## src/rtl/mx_fpga_id_pkg.sv

```systemverilog
// Shared types and constants for the FPGA ID ROM sequencer.
// Holds the FSM state encoding, the ROM port widths and the default magic word.
package mx_fpga_id_pkg;

  localparam int          ROM_AW        = 8;
  localparam int          ROM_DW        = 32;
  localparam int          CNT_W         = 4;
  localparam int          IDX_W         = 4;
  localparam logic [31:0] MAGIC_DEFAULT = 32'h4D58_4944;

  typedef enum logic [2:0] {
    SCAN_ADDR = 3'd0,
    SCAN_WAIT = 3'd1,
    SCAN_CAP  = 3'd2,
    READY     = 3'd3,
    HOST_WAIT = 3'd4,
    HOST_DONE = 3'd5
  } state_e;

endpackage

```

## src/rtl/mx_fpga_id_lat_cnt.sv

```systemverilog
// Loadable down-counter timing the ROM read latency for both scan and host reads.
// done_o flags the cycle in which the count steps from 1 to 0.
module mx_fpga_id_lat_cnt
  import mx_fpga_id_pkg::*;
#(
  parameter int W = CNT_W
) (
  input  logic         clk_i,
  input  logic         rst_i,
  input  logic         load_i,
  input  logic [W-1:0] load_val_i,
  input  logic         dec_i,
  output logic [W-1:0] cnt_o,
  output logic         done_o
);

  logic [W-1:0] cnt_q;
  logic [W-1:0] cnt_d;

  always_comb begin
    cnt_d = cnt_q;
    if (load_i) begin
      cnt_d = load_val_i;
    end else if (dec_i && (cnt_q != '0)) begin
      cnt_d = cnt_q - W'(1);
    end
  end

  always_ff @(posedge clk_i) begin
    if (rst_i) begin
      cnt_q <= '0;
    end else begin
      cnt_q <= cnt_d;
    end
  end

  assign cnt_o  = cnt_q;
  assign done_o = (cnt_q == W'(1));

endmodule

```

## src/rtl/mx_fpga_id_rom_ctrl.sv

```systemverilog
// FPGA ID ROM sequencer: post-reset scan of magic and option words, then host read arbitration.
// Optional trailing checksum word over the option mask when MX_FPGA_ID_OPT_CHECKSUM_EN is defined.
//
// state     | meaning
// SCAN_ADDR | scan address on the port, latency counter loaded
// SCAN_WAIT | waiting for scan read data
// SCAN_CAP  | capture magic / option / checksum word
// READY     | idle; serves rescan first, then host requests
// HOST_WAIT | host address on the port, waiting for data
// HOST_DONE | ack cycle; lets the requester drop req
module mx_fpga_id_rom_ctrl
  import mx_fpga_id_pkg::*;
#(
  parameter int          ROM_LAT    = 2,
  parameter logic [7:0]  OPT_BASE   = 8'h04,
  parameter int          OPT_WORDS  = 2,
  parameter logic [7:0]  MAGIC_ADDR = 8'h00,
  parameter logic [31:0] MAGIC      = MAGIC_DEFAULT
) (
  input  logic                        clk_i,
  input  logic                        rst_i,
  output logic [ROM_AW-1:0]           rom_rd_addr_o,
  input  logic [ROM_DW-1:0]           rom_rd_data_i,
  input  logic                        host_req_i,
  input  logic [ROM_AW-1:0]           host_addr_i,
  output logic                        host_ack_o,
  output logic [ROM_DW-1:0]           host_data_o,
  input  logic                        rescan_i,
  output logic [ROM_DW*OPT_WORDS-1:0] options_o,
  output logic                        options_valid_o,
  output logic                        id_ok_o,
  output logic                        busy_o
`ifdef MX_FPGA_ID_OPT_CHECKSUM_EN
  ,
  output logic                        chk_err_o
`endif
);

`ifdef MX_FPGA_ID_OPT_CHECKSUM_EN
  localparam int LAST_IDX = OPT_WORDS + 1;
`else
  localparam int LAST_IDX = OPT_WORDS;
`endif

  state_e                        state_q, state_d;
  logic [IDX_W-1:0]              idx_q, idx_d;
  logic [ROM_AW-1:0]             addr_q, addr_d;
  logic                          ack_q, ack_d;
  logic [ROM_DW-1:0]             hdata_q, hdata_d;
  logic [ROM_DW*OPT_WORDS-1:0]   opts_q, opts_d;
  logic                          valid_q, valid_d;
  logic                          id_ok_q, id_ok_d;
  logic                          busy_q, busy_d;
  logic                          pend_q, pend_d;
`ifdef MX_FPGA_ID_OPT_CHECKSUM_EN
  logic                          chk_err_q, chk_err_d;
  logic [ROM_DW-1:0]             opt_xor;
`endif

  logic                          cnt_load;
  logic [CNT_W-1:0]              cnt_load_val;
  logic                          cnt_dec;
  logic [CNT_W-1:0]              cnt_val;
  logic                          cnt_done;

  mx_fpga_id_lat_cnt #(.W(CNT_W)) u_lat_cnt (
    .clk_i      (clk_i),
    .rst_i      (rst_i),
    .load_i     (cnt_load),
    .load_val_i (cnt_load_val),
    .dec_i      (cnt_dec),
    .cnt_o      (cnt_val),
    .done_o     (cnt_done)
  );

  function automatic logic [ROM_AW-1:0] scan_addr(input logic [IDX_W-1:0] idx);
    if (idx == '0) begin
      return MAGIC_ADDR;
    end
    return OPT_BASE + ROM_AW'(idx) - ROM_AW'(1);
  endfunction

`ifdef MX_FPGA_ID_OPT_CHECKSUM_EN
  always_comb begin
    opt_xor = '0;
    for (int k = 0; k < OPT_WORDS; k++) begin
      opt_xor = opt_xor ^ opts_q[k*ROM_DW +: ROM_DW];
    end
  end
`endif

  always_ff @(posedge clk_i) begin
    if (rst_i) begin
      state_q <= SCAN_ADDR;
    end else begin
      state_q <= state_d;
    end
  end

  always_comb begin
    state_d = state_q;
    case (state_q)
      SCAN_ADDR: state_d = (ROM_LAT == 1) ? SCAN_CAP : SCAN_WAIT;
      SCAN_WAIT: if (cnt_done) state_d = SCAN_CAP;
      SCAN_CAP:  state_d = (idx_q == IDX_W'(LAST_IDX)) ? READY : SCAN_ADDR;
      READY: begin
        if (rescan_i || pend_q) begin
          state_d = SCAN_ADDR;
        end else if (host_req_i) begin
          state_d = HOST_WAIT;
        end
      end
      HOST_WAIT: if (cnt_done) state_d = HOST_DONE;
      HOST_DONE: state_d = READY;
      default:   state_d = SCAN_ADDR;
    endcase
  end

  // Next values of the registered outputs; the ROM address is set on entry to a read state.
  always_comb begin
    idx_d        = idx_q;
    addr_d       = addr_q;
    ack_d        = 1'b0;
    hdata_d      = hdata_q;
    opts_d       = opts_q;
    valid_d      = valid_q;
    id_ok_d      = id_ok_q;
    pend_d       = pend_q | (rescan_i && (state_q != READY));
    cnt_load     = 1'b0;
    cnt_load_val = '0;
    cnt_dec      = 1'b0;
`ifdef MX_FPGA_ID_OPT_CHECKSUM_EN
    chk_err_d    = chk_err_q;
`endif
    case (state_q)
      SCAN_ADDR: begin
        cnt_load     = 1'b1;
        cnt_load_val = CNT_W'(ROM_LAT - 1);
      end
      SCAN_WAIT: cnt_dec = 1'b1;
      SCAN_CAP: begin
        if (idx_q == '0) begin
          id_ok_d = (rom_rd_data_i == MAGIC);
        end
        for (int k = 0; k < OPT_WORDS; k++) begin
          if (idx_q == IDX_W'(k + 1)) begin
            opts_d[k*ROM_DW +: ROM_DW] = rom_rd_data_i;
          end
        end
        if (idx_q == IDX_W'(LAST_IDX)) begin
`ifdef MX_FPGA_ID_OPT_CHECKSUM_EN
          if (rom_rd_data_i == opt_xor) begin
            valid_d = 1'b1;
          end else begin
            opts_d    = '0;
            chk_err_d = 1'b1;
          end
`else
          valid_d = 1'b1;
`endif
        end else begin
          idx_d  = idx_q + IDX_W'(1);
          addr_d = scan_addr(idx_q + IDX_W'(1));
        end
      end
      READY: begin
        if (rescan_i || pend_q) begin
          valid_d = 1'b0;
          idx_d   = '0;
          addr_d  = MAGIC_ADDR;
          pend_d  = 1'b0;
`ifdef MX_FPGA_ID_OPT_CHECKSUM_EN
          chk_err_d = 1'b0;
`endif
        end else if (host_req_i) begin
          addr_d       = host_addr_i;
          cnt_load     = 1'b1;
          cnt_load_val = CNT_W'(ROM_LAT + 1);
        end
      end
      HOST_WAIT: begin
        cnt_dec = 1'b1;
        if (cnt_done) begin
          hdata_d = rom_rd_data_i;
          ack_d   = 1'b1;
        end
      end
      default: ;
    endcase
    busy_d = (state_d != READY);
  end

  always_ff @(posedge clk_i) begin
    if (rst_i) begin
      idx_q     <= '0;
      addr_q    <= MAGIC_ADDR;
      ack_q     <= 1'b0;
      hdata_q   <= '0;
      opts_q    <= '0;
      valid_q   <= 1'b0;
      id_ok_q   <= 1'b0;
      busy_q    <= 1'b1;
      pend_q    <= 1'b0;
`ifdef MX_FPGA_ID_OPT_CHECKSUM_EN
      chk_err_q <= 1'b0;
`endif
    end else begin
      idx_q     <= idx_d;
      addr_q    <= addr_d;
      ack_q     <= ack_d;
      hdata_q   <= hdata_d;
      opts_q    <= opts_d;
      valid_q   <= valid_d;
      id_ok_q   <= id_ok_d;
      busy_q    <= busy_d;
      pend_q    <= pend_d;
`ifdef MX_FPGA_ID_OPT_CHECKSUM_EN
      chk_err_q <= chk_err_d;
`endif
    end
  end

  assign rom_rd_addr_o   = addr_q;
  assign host_ack_o      = ack_q;
  assign host_data_o     = hdata_q;
  assign options_o       = opts_q;
  assign options_valid_o = valid_q;
  assign id_ok_o         = id_ok_q;
  assign busy_o          = busy_q;
`ifdef MX_FPGA_ID_OPT_CHECKSUM_EN
  assign chk_err_o       = chk_err_q;
`endif

endmodule

```

## config.mk

```make
export PLATFORM = sky130hd
export DESIGN_NAME = mx_fpga_id_rom_ctrl
export DESIGN_NICKNAME = d
export VERILOG_FILES = /design/src/rtl/mx_fpga_id_pkg.sv /design/src/rtl/mx_fpga_id_lat_cnt.sv /design/src/rtl/mx_fpga_id_rom_ctrl.sv
export SDC_FILE = /design/constraint.sdc
export NUM_CORES = 1
export LEC_CHECK = 0
export CAP_MARGIN = 20
export CORE_MARGIN = 10
export CORE_UTILIZATION = 46
export CTS_CLUSTER_SIZE = 10
export DETAILED_ROUTE_END_ITERATION = 7
export GPL_ROUTABILITY_DRIVEN = 0
export GPL_TIMING_DRIVEN = 1
export PLACE_DENSITY = 0.82
export SYNTH_ARGS = -nofsm -noshare
export SYNTH_HDL_FRONTEND = slang
export SYNTH_SLANG_ARGS = --single-unit
export TNS_END_PERCENT = 50
```

## constraint.sdc

```tcl
create_clock -name clk_i -period 2 [get_ports clk_i]
set_input_delay 0.4 -clock clk_i [delete_from_list [all_inputs] [get_ports clk_i]]
set_output_delay 0.4 -clock clk_i [all_outputs]
set_load 0.02 [all_outputs]
```

==> summary.txt, run 1 <==
Result of the run: complete, no violations
Reg-to-reg setup timing slack: 0.10 ns
Clock transition at the registers of the reported paths: 0.06 ns
Number of distinct standard cells referenced by the synthesized netlist: 49
Commonest register cell after synthesis: sky130_fd_sc_hd__dfxtp_1
Crit path required time: 1.60 ns
Wire length on met3: 1.57 mm
Delay-heaviest family, CP: buffers and inverters
Post-layout utilization of the core: 72.7%
Kind of path behind the tightest hold check: in -> reg
Hold Violations, Final: 0
Number of standard cells after synthesis: 581
Total length of routed met2 wires: 7.29 mm
Startpoint types: register
Critical Path AT: 1.51 ns
Count of pins on the block boundary: 152
Nets: 810
Total power of the final layout: 0.00587 W
Wire length on met1: 6.49 mm
Full die area: 14600 um^2
Final critical-path required period: 1.91 ns
Std-Cell Rows: 36
Number of endpoints failing setup at the final stage: 0
Critical Path End Type: primary output
Worst Setup Slack post-DPL: -0.196 ns
Most area-consuming cells after synthesis: sky130_fd_sc_hd__dfxtp_1 51%, sky130_fd_sc_hd__nand2_1 16%, sky130_fd_sc_hd__a21oi_1 11%
Half-perimeter wire length after placement: 10.8 mm
Number of CTS-inserted buffers: 17
Crit path kind: reg -> out
Number of max-capacitance violations reported: 0
Fraction of power consumed by the clock network: 50.4%
Cell taking the most area after synthesis: sky130_fd_sc_hd__dfxtp_1
Tightest Pin Transition: 0.529 ns
Total iterations of the first detailed-routing run: 4
Die W: 121 um
Internal power contribution: 0.00449 W
Routed wire length: 15.6 mm
Number of pins with negative max-slew slack in the final report: 0
Number of I/O port buffers: 151
Synthesized flop and latch total: 120
Total via count in the routed design: 4783
Slew Limit Headroom: 64.6%
H-tree levels: 4
Number of nets still failing antenna checks after routing: 0
Worst vdd ir: 631 uV
Root Driver: sky130_fd_sc_hd__clkbuf_8
Num Clock Sinks: 120
Number of synthesized flops with an enable pin: 0
Stage delay of the slowest cell on the critical path: 0.63 ns
Worst path cell trace: clkdlybuf4s50_1
Top-count cell post-synth: sky130_fd_sc_hd__nand2_1
Part of the total power dissipated in combinational logic: 7.7%
Fillers: 759
Clock tree from TritonCTS: done
Core area: 9860 um^2
First DRT Iteration DRCs: 345
DRC violation count after routing: 0
Initial antenna violation count: 0
Overflow left after global routing: 0
Net count after synthesis: 633
Average wire length per cell after detail routing: 17.3 um
Smallest setup slack after layout: 0.0938 ns
Power per cell area: 818 nW/um^2
Number of setup buffers added after CTS: 0
Leading post-synthesis cells by instance count: 201 x sky130_fd_sc_hd__nand2_1, 120 x sky130_fd_sc_hd__dfxtp_1, 105 x sky130_fd_sc_hd__a21oi_1
Area growth, synth to finish: 52.8%
Post-synthesis sequential area ratio: 51.2%
Antenna diode count: 0
Period utilization: 95.3%
Critical-path maximum fanout: 2
Proportion of netlist area held by the largest area contributor: 51.2%
Starting Density: 47.6%
NetSw: 0.00138 W
Die extent in y: 121 um
RSZ-0062 raised after global routing: false
Sw Share: 23.5%
Mean Syn Cell Area: 8.08 um^2
Total Routing Usage GR: 21.0%
Worst skew pair latency: 0.51 ns
Maximum clock frequency: 525 MHz
Maximum number of pins on one net before global-route repair: 85
Leakage power: 2.46 nW
Share of synthesized flip-flops with an asynchronous set or reset: 0%
Wire length of the first global-routing pass: 24.7 mm
Top layer reached by signal wires: met4
Vias in the first global route: 4754
Max stage delay cell, worst path: sky130_fd_sc_hd__clkdlybuf4s50_1
Post-cts hold buffer count: 0
Ratio of cells with drive above 1 in the final layout: 11.4%
Number of vias per cell: 5.29
Smallest hold slack: 0.296 ns
Number of gates resized after CTS: 0
Post-Route Skew: 0.0141 ns
Maximum clock insertion buffer count: 2
Worst Path Buf+Inv: 1
Reg power frac: 41.9%
Yosys synthesis warning count: 0
Mapped cell area: 4700 um^2
==> sequential cells by signal, indices dropped and copies added (netlist names), 3 cells and up <==
name,flops
rom_rd_addr_o,8
state_q,3
options_o,64
u_lat_cnt.cnt_o,4
host_data_o,32
idx_q,4
==> worst reg2reg max path: cells and delay by family (launching register included) <==
kind | cells | cell delay [ns]
compound gates | 1 | 0.27
fa+ha+maj | 1 | 0.20
buf+inv | 1 | 0.10
flops | 1 | 0.35
mux | 1 | 0.36
simple gates | 2 | 0.52
==> path summary, 6_finish.rpt <==
check	startpoint	to	depth (start not counted)
hold / removal	rst_i	idx_q[1]	2
setup reg to reg	u_lat_cnt.cnt_o[0]	u_lat_cnt.cnt_o[1]	6
hold reg to reg	options_o[25]	options_o[25]	2
setup / recovery	host_data_o[5]	host_data_o[5]	1
==> layer usage <==
layer | vias up | global-route usage [%]
met5 | - | 0
li1 | 2313 | -
met3 | 19 | 8.00
met1 | 2251 | 24.4
met4 | 0 | 8.52
met2 | 200 | 34.0
==> through the flow <==
stage               cell area, um^2  instances  setup TNS [ns]
finish                         7170        904               0
floorplan                      4700        581               0
global placement               6590        872          -0.193
global route                   7170        904               0
CTS                            7170        904               0
detailed placement             6590        872          -0.196
==> final cells by class <==
type	instances	area [um^2]	area share [%]
sequential	120	2400	33.5
multi-input combinational	414	2090	29.2
timing repair buffer	198	1900	26.5
clock buffer	19	442	6.16
tap	133	166	2.32
clock inverter	13	145	2.02
inverter	7	26.3	0.366
==> power groups by stage <==
stage	Sequential (W)	Combinational [W]	Clock [W]
finish	0.00246	0.000453	0.00296
global route	0.00246	0.000491	0.00313
CTS	0.00246	0.000450	0.00300
detailed placement	0.00251	0.000445	0
global placement	0.00250	0.000431	0
floorplan	0.00250	0.000214	0
==> cell families (layout without fill, tap and decap cells) <==
family,count (synthesis),count (layout),synth area share (%)
adder cells (fa/ha/maj),8,8,2.13
XOR/XNOR,5,5,0.933
multiplexers,1,1,0.240
flip-flops,120,120,51.2
AO/OA/AOI/OAI,137,137,16.4
AND/OR/NAND/NOR,263,263,24.9
buffers and inverters,47,237,4.26
==> cells in the final DEF (no fill, tap or decap), drive strengths merged, types with 5 or more instances in the layout <==
master / count
nand2: 201
clkdlybuf4s50: 150
dfxtp: 120
a21oi: 105
buf: 48
clkbuf: 19
nor2: 9
inv: 9
nand3: 8
ha: 8
nand2b: 7
nor3: 7
clkinvlp: 6
o21ai: 6
nor2b: 5
xnor2: 5
nor4b: 5
(Power assumes the default switching activity.)
==> run 2: changes to the inputs <==
Settings changed: CAP_MARGIN 20 to default.
==> results of run 2 <==
Final layout, timing and power as in run 1 (identical DEF).
